$ cat config.mk
export PLATFORM = sky130hd
export DESIGN_NAME = key_debounce_flat
export DESIGN_NICKNAME = d
export VERILOG_FILES = /design/src/rtl/key_debounce_pkg.sv /design/src/rtl/key_debounce_if.sv /design/src/rtl/key_debounce_sync_2ff.sv /design/src/rtl/key_debounce.sv /design/src/flat_wrapper.sv
export SDC_FILE = /design/constraint.sdc
export NUM_CORES = 1
export LEC_CHECK = 0
export ABC_CLOCK_PERIOD_IN_PS = 4500
export BUFFER_PORTS_ARGS = -buffer_cell sky130_fd_sc_hd__buf_2
export CORE_AREA = 8 8 52 54
export DETAILED_ROUTE_END_ITERATION = 6
export DIE_AREA = 0 0 60 62
export SLEW_MARGIN = 20
export SYNTH_ARGS = -nofsm -noshare
export SYNTH_HDL_FRONTEND = slang
export SYNTH_SLANG_ARGS = --single-unit
$ cat constraint.sdc
create_clock -name clk -period 4.5 [get_ports clk]
set_input_delay 0.225 -clock clk [delete_from_list [all_inputs] [get_ports clk]]
set_output_delay 0.225 -clock clk [all_outputs]
set_load 0.02 [all_outputs]
$ cat src/rtl/key_debounce_pkg.sv
// Shared types and defaults for the push-button debouncer.
package key_debounce_pkg;

   typedef enum logic [1:0] {
      UP      = 2'd0,
      WAIT_DN = 2'd1,
      DOWN    = 2'd2,
      WAIT_UP = 2'd3
   } db_state_t;

   // 20 samples of a 1 ms tick gives a 20 ms qualification window.
   localparam int unsigned STABLE_CNT_DEFAULT = 20;

endpackage

$ cat src/rtl/key_debounce_if.sv
// Sample strobe, raw key and debounced outputs bundled between producer and debouncer.
interface key_debounce_if;

   logic tick;
   logic key_in;
   logic key_level;
   logic key_press;
   logic key_release;

   modport master (
      output tick,
      output key_in,
      input  key_level,
      input  key_press,
      input  key_release
   );

   modport slave (
      input  tick,
      input  key_in,
      output key_level,
      output key_press,
      output key_release
   );

endinterface

$ cat src/rtl/key_debounce_sync_2ff.sv
// Generic two-flop synchronizer for asynchronous single-bit board inputs.
module sync_2ff #(
   parameter logic RST_VAL = 1'b0
) (
   input  logic clk,
   input  logic rst_n,
   input  logic d,
   output logic q
);

   logic q1;

   // Two back-to-back flops; the reset value lets each user pick its idle level.
   always_ff @(posedge clk or negedge rst_n) begin
      if (!rst_n) begin
         q1 <= RST_VAL;
         q  <= RST_VAL;
      end else begin
         q1 <= d;
         q  <= q1;
      end
   end

endmodule

$ cat src/rtl/key_debounce.sv
// Push-button debouncer: tick-sampled qualification with level and edge pulses.
//
// state   | meaning
// --------+------------------------------------------------------------
// UP      | key released and accepted as released
// WAIT_DN | pressed samples seen, counting toward accepting a press
// DOWN    | key pressed and accepted as pressed
// WAIT_UP | released samples seen, counting toward accepting a release
module key_debounce
   import key_debounce_pkg::*;
#(
   parameter int unsigned STABLE_CNT = STABLE_CNT_DEFAULT,
   parameter bit          ACTIVE_LOW = 1'b1
) (
   input logic           clk,
   input logic           rst_n,
   key_debounce_if.slave bus
);

   // cnt is compared against the last sample index, so it tops out at STABLE_CNT-1.
   localparam logic [7:0] LAST_IDX = 8'(STABLE_CNT - 1);

   db_state_t  state;
   logic [7:0] cnt;
   logic       sync_q2;
   logic       pressed_s;
   logic       level_q;
   logic       press_q;
   logic       release_q;

   sync_2ff #(
      .RST_VAL (ACTIVE_LOW)
   ) u_sync (
      .clk   (clk),
      .rst_n (rst_n),
      .d     (bus.key_in),
      .q     (sync_q2)
   );

   assign pressed_s = sync_q2 ^ ACTIVE_LOW;

   // Debounce FSM: advances only on tick cycles; pulses clear on the next clock.
   always_ff @(posedge clk or negedge rst_n) begin
      if (!rst_n) begin
         state     <= UP;
         cnt       <= '0;
         level_q   <= 1'b0;
         press_q   <= 1'b0;
         release_q <= 1'b0;
      end else begin
         press_q   <= 1'b0;
         release_q <= 1'b0;
         if (bus.tick) begin
            case (state)
               UP: begin
                  if (pressed_s) begin
                     state <= WAIT_DN;
                     cnt   <= 8'd1;
                  end else begin
                     cnt <= '0;
                  end
               end
               WAIT_DN: begin
                  if (!pressed_s) begin
                     state <= UP;
                     cnt   <= '0;
                  end else if (cnt == LAST_IDX) begin
                     state   <= DOWN;
                     cnt     <= '0;
                     level_q <= 1'b1;
                     press_q <= 1'b1;
                  end else begin
                     cnt <= cnt + 8'd1;
                  end
               end
               DOWN: begin
                  if (!pressed_s) begin
                     state <= WAIT_UP;
                     cnt   <= 8'd1;
                  end
               end
               WAIT_UP: begin
                  if (pressed_s) begin
                     state <= DOWN;
                     cnt   <= '0;
                  end else if (cnt == LAST_IDX) begin
                     state     <= UP;
                     cnt       <= '0;
                     level_q   <= 1'b0;
                     release_q <= 1'b1;
                  end else begin
                     cnt <= cnt + 8'd1;
                  end
               end
               default: begin
                  state <= UP;
                  cnt   <= '0;
               end
            endcase
         end
      end
   end

   assign bus.key_level   = level_q;
   assign bus.key_press   = press_q;
   assign bus.key_release = release_q;

endmodule

$ cat src/flat_wrapper.sv
// flat-port wrapper written by rule: the top's interface ports become plain ports
module key_debounce_flat import key_debounce_pkg::*;
#(
   parameter int unsigned STABLE_CNT = STABLE_CNT_DEFAULT,
   parameter bit          ACTIVE_LOW = 1'b1
)
  (clk, rst_n, bus_tick, bus_key_in, bus_key_level, bus_key_press, bus_key_release);
  key_debounce_if bus_i ();
  input logic clk;
  input logic rst_n;
  input wire logic [$bits(bus_i.tick)-1:0] bus_tick;
  input wire logic [$bits(bus_i.key_in)-1:0] bus_key_in;
  output wire logic [$bits(bus_i.key_level)-1:0] bus_key_level;
  output wire logic [$bits(bus_i.key_press)-1:0] bus_key_press;
  output wire logic [$bits(bus_i.key_release)-1:0] bus_key_release;
  assign bus_i.tick = bus_tick;
  assign bus_i.key_in = bus_key_in;
  assign bus_key_level = bus_i.key_level;
  assign bus_key_press = bus_i.key_press;
  assign bus_key_release = bus_i.key_release;
  key_debounce #(.STABLE_CNT(STABLE_CNT), .ACTIVE_LOW(ACTIVE_LOW)) u_core (.clk(clk), .rst_n(rst_n), .bus(bus_i));
endmodule
==> impl_results.md <==
- Status: completed
- Pre-CTS setup slack: just under 3 ns
- DRC Markers: 0
- Critical path required time: ~4.7 ns
- Minimum clock period: between 1.5 and 2 ns
- Worst Path Class, Setup: reg -> reg
- Number of port buffers: 6
- GRT met1 Usage: 9.785%
- H-Tree Depth: 1
- Seq/Total Area, Yosys: between 40% and 50%
- Area of the core: approximately 1900 µm²
- Global-route wire length before repair: 2.346 mm
- Num CTS Buffers: 3
- CTS tree: built
- Syn_area_per_cell: 10.14 µm²
- Slew Limit Fails: 0
- Starting DRT DRC Count: 8
- Share of cells above drive strength 1: about 18%
- Clk_skew: around 0.0038 ns
- Via density: 5.009
- Gpl congestion: between 0.7 and 0.8
- CTS sink cnt: 15
- Vias in the first global route: around 550
- Non-Filler Instances: 110
- Row count: 16
- CTS root buf: clkbuf_4
- Worst-Skew Late Latency: between 0.2 and 0.3 ns
- Most common cell in the netlist: dfrtp_1
- Yosys reg bits: 15
- Comb power frac: 27.3%
- RSZ-0062 raised after global routing: no
- Syn Inst Count: 75
- Final hold violation count: 0
- Routed wire length: approximately 1.4 mm
- Total power: between 300 and 400 µW
- Top post-synthesis cells by count: dfrtp_1 (13), nor2_1 (8), nand2_1 (5), nand3_1 (5), nor3_1 (5)
- Starting density of the core: between 40% and 50%
- MaxCap Viol Count: 0
- Sequential fraction of design power: between 50% and 60%
- Top Ports: 7
- CP Max Fanout: 9
- CP Launch Type: flip-flop
- Die area: about 3700 µm²
- Critical Path Sink Type: flip-flop
- Avg WL per Cell: around 13 µm
- Hold slack: around 0.024 ns
- Final period utilization: between 30% and 40%
- Die width: ~60 µm
- Total track usage: 8.576%
- Distinct cells, synth: 28
- EDFF count, synth: 0
- Prevailing post-synth register cell: dfrtp_1
- Maximum VDD drop: 221.4 µV
- Fill cell count: roughly 180
- Largest net degree at the start of global routing: 16
- Synth Warn #: 0
- Leakage power: around 0.00037 µW
- Die H: ~62 µm
- Layout net count: between 80 and 90
- Worst Max-Slew Pin Slew: 0.4308 ns
- Clock share of power: between 20% and 30%
- Grt met3 use: less than 1%
- Internal power: ~230 µW
- Hold Crit Class: in -> reg
- Final setup violation count: 0
- Met2 Use GR: roughly 14%
- Net Sw Frac: 37.41%
- Area grow syn2layout: 11.51%
- First-pass DRT Iterations: 4
- Dpl hpwl: approximately 1.0 mm
- Net count after synthesis: 80
- Synth area leader: dfrtp_1
- PwrDens: about 430 nW/µm²
- Synth Cell Area: ~760 µm²
- TNS Setup: 0 ns
- Async S/R FF share, synth: 100.0%
- Busiest grt layer: met2
- ANT cells: 0
- Top cell type's share of synthesized area: roughly 43%
- Highest clock rate: between 600 and 700 MHz
- Crit path arrival time: 1.80 ns
- Final antenna-violating net count: 0
- CTS max path bufs: 2
- Fin worst setup slack: a little under 3 ns
- Via count: around 550
- Area contributors post-synth: dfrtp_1 (43%), dfstp_2 (6.9%), nor2_1 (3.9%), a311oi_4 (3.5%), xnor2_1 (3.5%)
- Gr ovfl total: 0
- Post-Place Cells: 105
- Post-CTS setup buffer count: 0
- Clk slew on worst S/H paths: roughly 0.09 ns
- Slew Limit Headroom: a little under three quarters
- Number of antenna violations at the first check in global routing: 0
- Switching Power: around 140 µW
power by group through the flow:
stage	logic, µW	clock network [µW]	registers, µW
floorplan	90.9	0	175
global placement	97.8	0	190
detailed placement	99.2	0	191
CTS	101	80.7	187
global route	110	84.9	192
finish	99.8	78.3	187
cells by family after synthesis:
logic type | Yosys count | share of synthesized area [%]
compound gates | 13 | 13.49
buf+inv | 6 | 3.289
flops | 15 | 49.67
simple gates | 34 | 25.00
fa+ha+maj | 1 | 1.644
xor+xnor | 6 | 6.909
critical path, stage by stage, from the launching register on:
cell and delay (ns):
dfstp_2 0.62, xor2_1 0.12, a311oi_4 0.45, a21o_1 0.18, a22o_1 0.13
path summary, 6_finish.rpt:
path / start / end / slack (ns) / depth (start not counted)
max: u_core.u_sync.q / u_core.cnt[6] / 2.93 / 4
min reg2reg: u_core.u_sync.q1 / u_core.u_sync.q / 0.36 / 0
min in group asynchronous: rst_n / u_core.bus.key_level / 0.35 / 2
min: bus_key_in / u_core.u_sync.q1 / 0.02 / 1
max in group asynchronous: rst_n / u_core.u_sync.q1 / 3.85 / 2
max reg2reg: u_core.u_sync.q / u_core.cnt[6] / 2.93 / 4
area by class of cell:
type	count	area [µm²]	share of cell area [%]
Clock buffer	3	22.52	2.655
Clock inverter	1	5.005	0.5900
Inverter	3	11.26	1.327
Multi-Input combinational cell	54	357.8	42.18
Sequential cell	15	377.9	44.54
Tap cell	27	33.78	3.982
Timing Repair Buffer	7	40.04	4.720
layer usage:
layer	routed length, µm	up-vias
met5	0	-
met4	55	0
met3	39	5
met2	614	10
met1	693	252
li1	-	284
registers in the layout, indices dropped and copies added (netlist names), named ones only:
signal                  cells
u_core.cnt                  8
u_core.bus.key_level        1
u_core.bus.key_press        1
u_core.bus.key_release      1
u_core.state                1
u_core.u_sync.q             1
u_core.u_sync.q1            1
through the flow:
| step | utilization [%] | area [µm²] |
|---|---|---|
| floorplan | - | 760.7 |
| global placement | 42.63 | 810.8 |
| detailed placement | 42.63 | 810.8 |
| CTS | 44.61 | 848.3 |
| global route | 44.61 | 848.3 |
| finish | 44.61 | 848.3 |
placed cells by master, fill, tap and decap left out, types with 3 or more instances in the layout:
master,netlist,routed
clkbuf_4,0,3
dfrtp_1,13,13
inv_1,3,3
o21ai_0,4,4
nand2_1,5,5
nand3_1,5,5
nor3_1,5,5
xor2_1,3,3
buf_2,2,6
xnor2_1,3,3
nor2_1,8,8
repair_timing:
action	4_1_cts	5_1_grt
endpoints found under the setup margin	0	0
gates resized for setup	0	0
hold buffers	1	0
hold endpoints to repair	13	0
Power figures use the tool's default switching activity.
